File: src/rtl/int_dsp_slice_mac_if.sv
// Operand/result bundle for int_dsp_slice_mac: the producer drives the master side,
// the slice sits on the slave side. Cascade ports stay on the module itself.
interface int_dsp_slice_mac_if #(
  parameter int DWIDTH    = 8,
  parameter int ACC_WIDTH = 24
);
  logic                        valid_in;
  logic [1:0]                  mode;
  logic                        acc_clear;
  logic signed [DWIDTH-1:0]    ax;
  logic signed [DWIDTH-1:0]    ay;
  logic signed [DWIDTH-1:0]    az;
  logic signed [ACC_WIDTH-1:0] result;
  logic                        valid_out;
  logic                        overflow;

  modport master (
    output valid_in, mode, acc_clear, ax, ay, az,
    input  result, valid_out, overflow
  );

  modport slave (
    input  valid_in, mode, acc_clear, ax, ay, az,
    output result, valid_out, overflow
  );
endinterface

File: src/rtl/int_dsp_slice_mac.sv
// Signed-integer DSP slice: 3-stage ADD / MULT / saturating MAC pipeline with sticky overflow.
// Define DSP_SLICE_CASCADE_EN to add chain_in/chain_out and the MAC_CHAIN mode (11).
module int_dsp_slice_mac #(
  parameter int DWIDTH    = 8,
  parameter int ACC_WIDTH = 24
) (
  input  logic                        clk,
  input  logic                        reset,
  int_dsp_slice_mac_if.slave          bus
`ifdef DSP_SLICE_CASCADE_EN
  ,
  input  logic signed [ACC_WIDTH-1:0] chain_in,
  output logic signed [ACC_WIDTH-1:0] chain_out
`endif
);

  localparam int PW = 2 * DWIDTH;

  localparam logic [1:0] MODE_ADD   = 2'b00;
  localparam logic [1:0] MODE_MULT  = 2'b01;
  localparam logic [1:0] MODE_MAC   = 2'b10;
  localparam logic [1:0] MODE_CHAIN = 2'b11;

  localparam logic signed [DWIDTH-1:0]    DW_MAX  = {1'b0, {(DWIDTH-1){1'b1}}};
  localparam logic signed [DWIDTH-1:0]    DW_MIN  = {1'b1, {(DWIDTH-1){1'b0}}};
  localparam logic signed [ACC_WIDTH-1:0] ACC_MAX = {1'b0, {(ACC_WIDTH-1){1'b1}}};
  localparam logic signed [ACC_WIDTH-1:0] ACC_MIN = {1'b1, {(ACC_WIDTH-1){1'b0}}};

  // Stage 1: captured operands
  logic                        s1_valid_d, s1_valid_q;
  logic [1:0]                  s1_mode_d,  s1_mode_q;
  logic                        s1_clr_d,   s1_clr_q;
  logic signed [DWIDTH-1:0]    s1_ax_d,    s1_ax_q;
  logic signed [DWIDTH-1:0]    s1_ay_d,    s1_ay_q;
  logic signed [DWIDTH-1:0]    s1_az_d,    s1_az_q;

  // Stage 2: raw sum or full product, saturated later in stage 3
  logic                        s2_valid_d, s2_valid_q;
  logic [1:0]                  s2_mode_d,  s2_mode_q;
  logic                        s2_clr_d,   s2_clr_q;
  logic signed [PW-1:0]        s2_val_d,   s2_val_q;

  // Stage 3: accumulator / result
  logic signed [ACC_WIDTH-1:0] result_d,    result_q;
  logic                        overflow_d,  overflow_q;
  logic                        valid_out_d, valid_out_q;

  logic signed [PW-1:0]        op_sum;
  logic signed [PW-1:0]        op_prod;
  logic [DWIDTH:0]             narrow_hi;
  logic                        narrow_ovf;
  logic signed [DWIDTH-1:0]    narrow_sat;
  logic                        narrow_mode;
  logic signed [ACC_WIDTH-1:0] acc_base;
  logic signed [ACC_WIDTH:0]   acc_sum;
  logic                        acc_ovf;
  logic signed [ACC_WIDTH-1:0] acc_sat;
  logic                        acc_clear_ok;
  logic                        s3_sat;

  always_comb begin
    // NOTE: every variable gets a hold/default value first so no path can infer a latch.
    s1_valid_d = bus.valid_in;
    s1_mode_d  = s1_mode_q;
    s1_clr_d   = s1_clr_q;
    s1_ax_d    = s1_ax_q;
    s1_ay_d    = s1_ay_q;
    s1_az_d    = s1_az_q;
    if (bus.valid_in) begin
`ifdef DSP_SLICE_CASCADE_EN
      s1_mode_d = bus.mode;
`else
      // Without a cascade there is no chain operand, so mode 11 folds onto MAC here.
      s1_mode_d = (bus.mode == MODE_CHAIN) ? MODE_MAC : bus.mode;
`endif
      s1_clr_d  = bus.acc_clear;
      s1_ax_d   = bus.ax;
      s1_ay_d   = bus.ay;
      s1_az_d   = bus.az;
    end
  end

  always_comb begin
    op_sum     = PW'(s1_ax_q) + PW'(s1_ay_q);
    op_prod    = PW'(s1_ay_q) * PW'(s1_az_q);
    s2_valid_d = s1_valid_q;
    s2_mode_d  = s2_mode_q;
    s2_clr_d   = s2_clr_q;
    s2_val_d   = s2_val_q;
    if (s1_valid_q) begin
      s2_mode_d = s1_mode_q;
      s2_clr_d  = s1_clr_q;
      s2_val_d  = (s1_mode_q == MODE_ADD) ? op_sum : op_prod;
    end
  end

  // ADD/MULT: the value fits DWIDTH only if all bits above the sign bit match it.
  always_comb begin
    narrow_hi  = s2_val_q[PW-1:DWIDTH-1];
    narrow_ovf = !((&narrow_hi) || !(|narrow_hi));
    narrow_sat = s2_val_q[DWIDTH-1:0];
    if (narrow_ovf) begin
      narrow_sat = s2_val_q[PW-1] ? DW_MIN : DW_MAX;
    end
  end

  always_comb begin
    narrow_mode  = (s2_mode_q == MODE_ADD) || (s2_mode_q == MODE_MULT);
    acc_clear_ok = (s2_mode_q == MODE_MAC) && s2_clr_q;
    acc_base     = s2_clr_q ? '0 : result_q;
`ifdef DSP_SLICE_CASCADE_EN
    if (s2_mode_q == MODE_CHAIN) begin
      acc_base = chain_in;
    end
`endif
    acc_sum = (ACC_WIDTH+1)'(acc_base) + (ACC_WIDTH+1)'(s2_val_q);
    acc_ovf = acc_sum[ACC_WIDTH] ^ acc_sum[ACC_WIDTH-1];
    acc_sat = acc_sum[ACC_WIDTH-1:0];
    if (acc_ovf) begin
      acc_sat = acc_sum[ACC_WIDTH] ? ACC_MIN : ACC_MAX;
    end
  end

  always_comb begin
    result_d    = result_q;
    overflow_d  = overflow_q;
    valid_out_d = s2_valid_q;
    s3_sat      = 1'b0;
    if (s2_valid_q) begin
      if (narrow_mode) begin
        result_d = ACC_WIDTH'(narrow_sat);
        s3_sat   = narrow_ovf;
      end else begin
        result_d = acc_sat;
        s3_sat   = acc_ovf;
      end
      // A saturating update sets the flag even when the same sample asks to clear it.
      if (s3_sat) begin
        overflow_d = 1'b1;
      end else if (acc_clear_ok) begin
        overflow_d = 1'b0;
      end
    end
  end

  always_ff @(posedge clk) begin
    // NOTE: sequential state uses non-blocking assignments so every flop samples pre-edge values.
    if (reset) begin
      s1_valid_q  <= 1'b0;
      s2_valid_q  <= 1'b0;
      valid_out_q <= 1'b0;
      result_q    <= '0;
      overflow_q  <= 1'b0;
    end else begin
      s1_valid_q  <= s1_valid_d;
      s2_valid_q  <= s2_valid_d;
      valid_out_q <= valid_out_d;
      result_q    <= result_d;
      overflow_q  <= overflow_d;
    end
  end

  // NOTE: datapath registers carry no reset; the valid bits alone decide when they are consumed.
  always_ff @(posedge clk) begin
    s1_mode_q <= s1_mode_d;
    s1_clr_q  <= s1_clr_d;
    s1_ax_q   <= s1_ax_d;
    s1_ay_q   <= s1_ay_d;
    s1_az_q   <= s1_az_d;
    s2_mode_q <= s2_mode_d;
    s2_clr_q  <= s2_clr_d;
    s2_val_q  <= s2_val_d;
  end

  assign bus.result    = result_q;
  assign bus.valid_out = valid_out_q;
  assign bus.overflow  = overflow_q;
`ifdef DSP_SLICE_CASCADE_EN
  assign chain_out     = result_q;
`endif

endmodule

File: src/flat_wrapper.sv
// flat-port wrapper written by rule: the top's interface ports become plain ports
module int_dsp_slice_mac_flat 
#(
  parameter int DWIDTH    = 8,
  parameter int ACC_WIDTH = 24
)
  (clk, reset, bus_valid_in, bus_mode, bus_acc_clear, bus_ax, bus_ay, bus_az, bus_result, bus_valid_out, bus_overflow);
  int_dsp_slice_mac_if #(.DWIDTH(DWIDTH), .ACC_WIDTH(ACC_WIDTH)) bus_i ();
  input  logic clk;
  input  logic reset;
  input wire logic [$bits(bus_i.valid_in)-1:0] bus_valid_in;
  input wire logic [$bits(bus_i.mode)-1:0] bus_mode;
  input wire logic [$bits(bus_i.acc_clear)-1:0] bus_acc_clear;
  input wire logic [$bits(bus_i.ax)-1:0] bus_ax;
  input wire logic [$bits(bus_i.ay)-1:0] bus_ay;
  input wire logic [$bits(bus_i.az)-1:0] bus_az;
  output wire logic [$bits(bus_i.result)-1:0] bus_result;
  output wire logic [$bits(bus_i.valid_out)-1:0] bus_valid_out;
  output wire logic [$bits(bus_i.overflow)-1:0] bus_overflow;
  assign bus_i.valid_in = bus_valid_in;
  assign bus_i.mode = bus_mode;
  assign bus_i.acc_clear = bus_acc_clear;
  assign bus_i.ax = bus_ax;
  assign bus_i.ay = bus_ay;
  assign bus_i.az = bus_az;
  assign bus_result = bus_i.result;
  assign bus_valid_out = bus_i.valid_out;
  assign bus_overflow = bus_i.overflow;
  int_dsp_slice_mac #(.DWIDTH(DWIDTH), .ACC_WIDTH(ACC_WIDTH)) u_core (.clk(clk), .reset(reset), .bus(bus_i));
endmodule
File: config.mk
export PLATFORM = sky130hd
export DESIGN_NAME = int_dsp_slice_mac_flat
export DESIGN_NICKNAME = d
export VERILOG_FILES = /design/src/rtl/int_dsp_slice_mac_if.sv /design/src/rtl/int_dsp_slice_mac.sv /design/src/flat_wrapper.sv
export SDC_FILE = /design/constraint.sdc
export NUM_CORES = 1
export LEC_CHECK = 0
export ABC_AREA = 1
export ABC_CLOCK_PERIOD_IN_PS = 4300
export BUFFER_PORTS_ARGS = -buffer_cell sky130_fd_sc_hd__clkbuf_2
export CAP_MARGIN = 20
export CORE_MARGIN = 5
export CORE_UTILIZATION = 26
export DETAILED_ROUTE_END_ITERATION = 10
export SETUP_SLACK_MARGIN = 0.1
export SLEW_MARGIN = 20
export SYNTH_ARGS = -nofsm -noshare
export SYNTH_HDL_FRONTEND = slang
export SYNTH_SLANG_ARGS = --single-unit
File: constraint.sdc
create_clock -name clk -period 4.3 [get_ports clk]
set_input_delay 0.645 -clock clk [delete_from_list [all_inputs] [get_ports clk]]
set_output_delay 0.645 -clock clk [all_outputs]
set_load 0.1 [all_outputs]
==> metrics.md, run 1 <==
| Metric | Value |
|---|---|
| Syn Nets | `1134` |
| Number of setup violations in the final report | `3` |
| RSZ-0062 raised after global routing | `true` |
| Final Power | `6270 uW` |
| Violated checks | `setup timing` |
| Endpoints failing hold | `0` |
| Crit path max-delay family | `adder cells` |
| Antenna diode count | `0` |
| Clk_skew | `0.00912 ns` |
| Sink Count | `74` |
| Hold Path Stages | `0` |
| Hold Startpoint | `u_core.s1_clr_q` |
| P per Cell Area | `682 nW/um^2` |
| Total wire length | `17.7 mm` |
| Synth area leaders | `edfxtp_1 19%, fa_1 15%, nand2_1 12%, inv_1 12%, ha_1 10%` |
| GPL Wtd Cong | `0.863` |
| Wirelength per Cell | `11.9 um` |
| Hold WS | `0.419 ns` |
| WP data required | `4.38 ns` |
| Leak | `0.00471 uW` |
| Via-to-Cell Ratio | `4.19` |
| Die ar. | `31900 um^2` |
| Util after Layout | `32.9%` |
| Worst flop-to-flop path startpoint | `u_core.s1_az_q[3]` |
| Commonest non-fill, non-tap cell in the layout | `nand2_1` |
| Hold Crit Class | `flip-flop to flip-flop` |
| Predominant post-synthesis flop cell | `edfxtp_1` |
| Clock transition at path regs | `0.06 ns` |
| Worst r2r dst | `u_core.s2_val_q[12]` |
| Synthesis Warnings | `0` |
| Combinational Power Share | `69.3%` |
| DP Wirelength | `14.0 mm` |
| Synth Register Bits | `74` |
| FP Rows | `61` |
| Initial core utilization | `26.4%` |
| DR vias | `6192` |
| Ys async rst share | `0%` |
| Fmax | `227 MHz` |
| Max_slew headroom | `41.0%` |
| Core area | `27900 um^2` |
| Commonest cells after routing, fill and taps aside | `229 x nand2_1, 209 x inv_1, 74 x nor2_1` |
| IO buf count | `55` |
| CP bufs+invs | `5` |
| Avg Cell Area, Syn | `7.49 um^2` |
| Max_cap viols | `0` |
| Switching Fraction | `45.4%` |
| Initial antenna violation count | `0` |
| Max stage delay on crit path | `0.52 ns` |
| First-pass GRT wire length | `29.0 mm` |
| Crit path kind | `flip-flop to flip-flop` |
| Clock Latency Late Sink | `0.34 ns` |
| CP Launch Type | `flip-flop` |
| Share of the yosys chip area belonging to registers | `26.3%` |
| R2R setup slack | `-0.11 ns` |
| CP max-delay cell | `fa_1` |
| Total Routing Usage GR | `11.1%` |
| Area grow syn2layout | `24.7%` |
| Fin area | `9200 um^2` |
| Hold Crit Endpoint | `u_core.s2_clr_q` |
| Worst ir drop on vdd | `0.376 mV` |
| Distinct cells, synth | `39` |
| Status | `finished, violations left` |
| CTS tree | `yes` |
| GRT overflow | `0` |
| ANT nets after route | `0` |
| Cell mode on critical path | `nand2_1` |
| Critical-path cell list | `nand2_2, inv_2, fa_1, inv_2, fa_1, inv_2, fa_1, inv_1, fa_1, inv_2, ha_4, a21oi_2, nand2_1, nand2_1, nand2_1, a21oi_2, nor2_1, o21ai_1, nand2_1, o21ai_1, nand2_1` |
| Post-route DRC | `0` |
| Critical path data arrival time | `4.49 ns` |
| Clock network fraction of design power | `13.9%` |
| Cell Int Power | `3430 uW` |
| Max FO, Critical Path | `5` |
| Die Ht | `179 um` |
| Share of layout cells above drive strength 1 | `21.1%` |
| Chip width | `179 um` |
| Sequential share of power | `16.7%` |
| Clock buffers created by TritonCTS | `9` |
| Synthesized area | `7380 um^2` |
| Place WS | `-0.105 ns` |
| CP endpoint kind | `flip-flop` |
| Clk root buf | `clkbuf_16` |
| Reg2reg path depth | `21` |
| Largest net degree at the start of global routing | `29` |
| Slew Viols, Final | `0` |
| Area post-placement | `8320 um^2` |
| Switch Pwr | `2850 uW` |
| H-tree Lvls | `3` |
| Final setup margin | `-0.114 ns` |
| DR iter-0 viols | `297` |
| Worst-Margin Slew | `0.885 ns` |
| Final Cycle Share | `103%` |
| Longest Clk Path Bufs | `2` |
| Syn Inst Count | `986` |
| Area share of the largest cell type after synthesis | `18.7%` |
| Final layout net count | `1243` |
| DR pass1 iterations | `4` |
| Vias in the first global route | `6141` |
| EDFF count, synth | `46` |
| Io pins | `56` |
| Tmin final | `4.41 ns` |
| Area leader, netlist | `edfxtp_1` |
[state kept, by name, summed over array words and instances (netlist names), 2 cells and up]
name	count
u_core.s2_mode_q	2
u_core.s1_ax_q	8
u_core.s2_val_q	16
u_core.s1_ay_q	8
u_core.s1_mode_q	2
u_core.s1_az_q	8
u_core.bus.result	24
[kinds of logic after synthesis]
| kind of cell | share of synthesized area [%] |
|---|---|
| fa+ha+maj | 25.8 |
| compound gates | 10.4 |
| buf+inv | 13.5 |
| xor+xnor | 3.44 |
| simple gates | 20.4 |
| mux | 0.136 |
| flops | 26.3 |
[per-layer routing]
layer  share of wire (%)  GRT usage (%)  vias to the layer above  routed length [um]
met5                   0              0                        -                   0
met4                0.99           2.56                        0                 174
met3                 3.8           2.35                       23                 667
met2                  47           18.4                      108                8230
met1                  49           14.9                     2815                8580
li1                    -              -                     3246                   -
[power groups by stage]
stage | logic, uW | clock network (uW) | registers (uW)
3_3_place_gp | 3310 | 0 | 1070
4_1_cts | 3930 | 905 | 1050
2_1_floorplan | 2420 | 0 | 1130
3_5_place_dp | 3350 | 0 | 1070
6_report | 4350 | 874 | 1050
5_1_grt | 4860 | 927 | 1070
[metrics by stage]
step,cells,TNS (ns)
after floorplan,986,0
after global placement,1426,-0.0969
after detailed placement,1426,-0.299
after CTS,1461,-0.0203
after global routing,1478,-1.06
final,1478,-0.154
[cell type report]
type	count	area, um^2
Clock inverter	6	115
Multi-Input combinational cell	652	4720
Tap cell	378	473
Inverter	233	885
Fill cell	2984	18700
Sequential cell	74	1940
Clock buffer	10	229
Timing Repair Buffer	125	840
[timing repair]
action / CTS / global route
hold buffers: 0 / 0
resized for setup: 43 / 29
pin swaps: 29 / 34
setup endpoints to repair: 5 / 8
setup buffers: 19 / 17
[Yosys cell counts (2+ instances only)]
cell         n
and2_1       2
ha_1        61
nand4_1      7
nand3_1     21
fa_1        57
o2111ai_1    2
nor3_1       5
edfxtp_1    46
nor4_1       3
xnor2_1     11
nor2_1      77
a21oi_1     56
dfxtp_1     28
o21ai_0     44
nand2_1    239
xor2_1      18
o21bai_1     9
clkbuf_1    25
inv_1      231
a21oi_2     13
nand2_2      9
o41ai_1      2
or2_2        4
[worst reg2reg max path, stage by stage (launching register included)]
cell and delay (ns):
edfxtp_1 0.51, nand2_2 0.11, inv_2 0.04, fa_1 0.51, inv_2 0.04, fa_1 0.51
inv_2 0.04, fa_1 0.52, inv_1 0.05, fa_1 0.49, inv_2 0.05, ha_4 0.23
a21oi_2 0.16, nand2_1 0.08, nand2_1 0.09, nand2_1 0.07, a21oi_2 0.14, nor2_1 0.07
o21ai_1 0.14, nand2_1 0.10, o21ai_1 0.16, nand2_1 0.06
[worst max path at each step]
stage | slack, ns | start | endpoint | cells past startpoint
finish | -0.11 | u_core.s1_az_q[3] | u_core.s2_val_q[12] | 21
global placement | -0.09 | u_core.s1_az_q[7] | u_core.s2_val_q[13] | 15
CTS | -0.02 | u_core.s1_ay_q[5] | u_core.s2_val_q[12] | 22
global route | -0.34 | u_core.s1_ay_q[6] | u_core.s2_val_q[12] | 22
floorplan | 0.06 | u_core.s1_ay_q[0] | u_core.s2_val_q[12] | 20
detailed placement | -0.10 | u_core.s1_az_q[7] | u_core.s2_val_q[13] | 15
Note: power is estimated with default switching activity, not from simulation.
==> inputs of run 2 (changes only) <==
--- a/config.mk
+++ b/config.mk
@@ -12,6 +12,7 @@
 export CORE_MARGIN = 5
 export CORE_UTILIZATION = 26
 export DETAILED_ROUTE_END_ITERATION = 10
+export REMOVE_ABC_BUFFERS = 1
 export SETUP_SLACK_MARGIN = 0.1
 export SLEW_MARGIN = 20
 export SYNTH_ARGS = -nofsm -noshare
==> metrics.md, run 2 (synthesis gave the netlist of run 1 again) <==
| Metric | Value |
|---|---|
| Status | `finished, violations left` |
| Violated checks | `setup timing` |
| Antenna diode count | `0` |
| ANT nets after route | `0` |
| IO buf count | `55` |
| H-tree Lvls | `3` |
| P per Cell Area | `704 nW/um^2` |
| Non-filler cells in the finished layout | `1484` |
| Clk_skew | `0.0123 ns` |
| Vias in the first global route | `6342` |
| Core area | `27900 um^2` |
| Setup TNS | `-0.504 ns` |
| Commonest cells after routing, fill and taps aside | `225 x nand2_1, 211 x inv_1, 74 x nor2_1` |
| Clock Latency Late Sink | `0.34 ns` |
| Commonest non-fill, non-tap cell in the layout | `nand2_1` |
| Critical-path cell list | `buf_4, buf_6, buf_6, nand2_4, inv_4, fa_1, inv_2, buf_12, fa_1, fa_1, fa_1, inv_2, ha_4, inv_4, o21bai_1, inv_1, o2111ai_2, nand3_1, nand2_1, o21ai_1` |
| Hold Crit Class | `flip-flop to flip-flop` |
| DR pass1 iterations | `4` |
| CP endpoint kind | `flip-flop` |
| Share of layout cells above drive strength 1 | `21.4%` |
| Tmin final | `4.44 ns` |
| Slew Viols, Final | `0` |
| Worst ir drop on vdd | `0.477 mV` |
| DR iter-0 viols | `240` |
| Via-to-Cell Ratio | `4.23` |
| Fin area | `9250 um^2` |
| Cell mode on critical path | `fa_1` |
| Initial antenna violation count | `0` |
| Max_cap viols | `0` |
| FP Rows | `61` |
| Max_slew headroom | `39.1%` |
| Die Ht | `179 um` |
| Clock transition at path regs | `0.06 ns` |
| R2R setup slack | `-0.14 ns` |
| Hold buffer count at CTS | `0` |
| Sink Count | `74` |
| Clock network fraction of design power | `11.6%` |
| DP Wirelength | `14.1 mm` |
| Switching Fraction | `45.8%` |
| Clk root buf | `clkbuf_16` |
| GRT overflow | `0` |
| Max reg flops | `24` |
| Endpoints failing hold | `0` |
| Clock buffers created by TritonCTS | `9` |
| CP max-delay cell | `fa_1` |
| DR vias | `6279` |
| Switch Pwr | `2980 uW` |
| Sequential share of power | `16.0%` |
| CP bufs+invs | `9` |
| WP data required | `4.36 ns` |
| CP Launch Type | `flip-flop` |
| Total Routing Usage GR | `11.3%` |
| Final Cycle Share | `103%` |
| Leak | `0.00472 uW` |
| Critical path data arrival time | `4.50 ns` |
| Final setup margin | `-0.139 ns` |
| Post-route DRC | `0` |
| Placed insts | `1448` |
| RSZ-0062 raised after global routing | `true` |
| Area grow syn2layout | `25.3%` |
| Fmax | `225 MHz` |
| Area post-placement | `8440 um^2` |
| Max stage delay on crit path | `0.54 ns` |
| Final layout net count | `1249` |
| Worst-Margin Slew | `0.913 ns` |
| Crit path max-delay family | `adder cells` |
| Max FO, Critical Path | `3` |
| GPL Wtd Cong | `0.839` |
| First-pass GRT wire length | `29.6 mm` |
| Chip width | `179 um` |
| Wirelength per Cell | `11.9 um` |
| Combinational Power Share | `72.3%` |
| Io pins | `56` |
| Crit path kind | `flip-flop to flip-flop` |
| Cell Int Power | `3530 uW` |
| Largest net degree at the start of global routing | `29` |
| Die ar. | `31900 um^2` |
| Longest Clk Path Bufs | `2` |
| Number of setup violations in the final report | `5` |
| CTS tree | `yes` |
| Total wire length | `17.7 mm` |
| Initial core utilization | `26.4%` |
[run 2: cell types whose count changed in the layout (fill, tap and decap cells not counted), sizes merged]
cell and change:
bufinv -2, clkinv -1, clkinvlp +1, clkbuf +2, buf +6
[run 2: worst register-to-register path: stages (launching register included)]
cell and delay, ns:
edfxtp_1 0.41, buf_4 0.16, buf_6 0.11, buf_6 0.12, nand2_4 0.06, inv_4 0.04
fa_1 0.54, inv_2 0.07, buf_12 0.13, fa_1 0.45, fa_1 0.49, fa_1 0.53
inv_2 0.04, ha_4 0.28, inv_4 0.05, o21bai_1 0.16, inv_1 0.09, o2111ai_2 0.19
nand3_1 0.11, nand2_1 0.07, o21ai_1 0.08
[run 2: layout make-up]
type                            instances  area, um^2
Fill cell                            2984       18700
Clock buffer                           12         236
Tap cell                              378         473
Clock inverter                          4        53.8
Timing Repair Buffer                  131         903
Inverter                              233         885
Sequential cell                        74        1940
Multi-Input combinational cell        652        4750
[run 2: per-layer routing]
layer / track usage, % / routed length (um)
met1: 14.6 / 8400
met2: 19.5 / 8500
met3: 2.40 / 611
met4: 2.56 / 225
met5: 0 / 0
[run 2: power by group through the flow]
stage / clock (uW) / sequential [uW] / combinational, uW
finish: 758 / 1040 / 4710
global route: 812 / 1060 / 5230
CTS: 772 / 1040 / 4370
detailed placement: 0 / 1060 / 3500
global placement: 0 / 1060 / 3480
floorplan: 0 / 1150 / 2240
[run 2: worst paths after layout]
check	start	endpoint	cells past startpoint
worst min-delay path	u_core.s1_clr_q	u_core.s2_clr_q	0
worst min register to register	u_core.s1_clr_q	u_core.s2_clr_q	0
worst max-delay path	u_core.s1_ay_q[7]	u_core.s2_val_q[15]	20
worst max register to register	u_core.s1_ay_q[7]	u_core.s2_val_q[15]	20
[run 2: repair_timing]
item / CTS / global route
setup endpoints to repair: 7 / 9
resized for setup: 69 / 29
setup buffers: 16 / 10
pin swaps: 39 / 25
[run 2: stage by stage]
step           hold WS (ns)  worst slack [ns]  util (%)  power (uW)
5_1_grt               0.436            -0.352      33.1        7100
3_5_place_dp          0.408            -0.305      30.2        4570
3_3_place_gp          0.403            -0.297      30.2        4530
6_report              0.422            -0.139      33.1        6510
4_1_cts               0.422           -0.0120      32.7        6180
2_1_floorplan         0.400            -0.288         -        3390
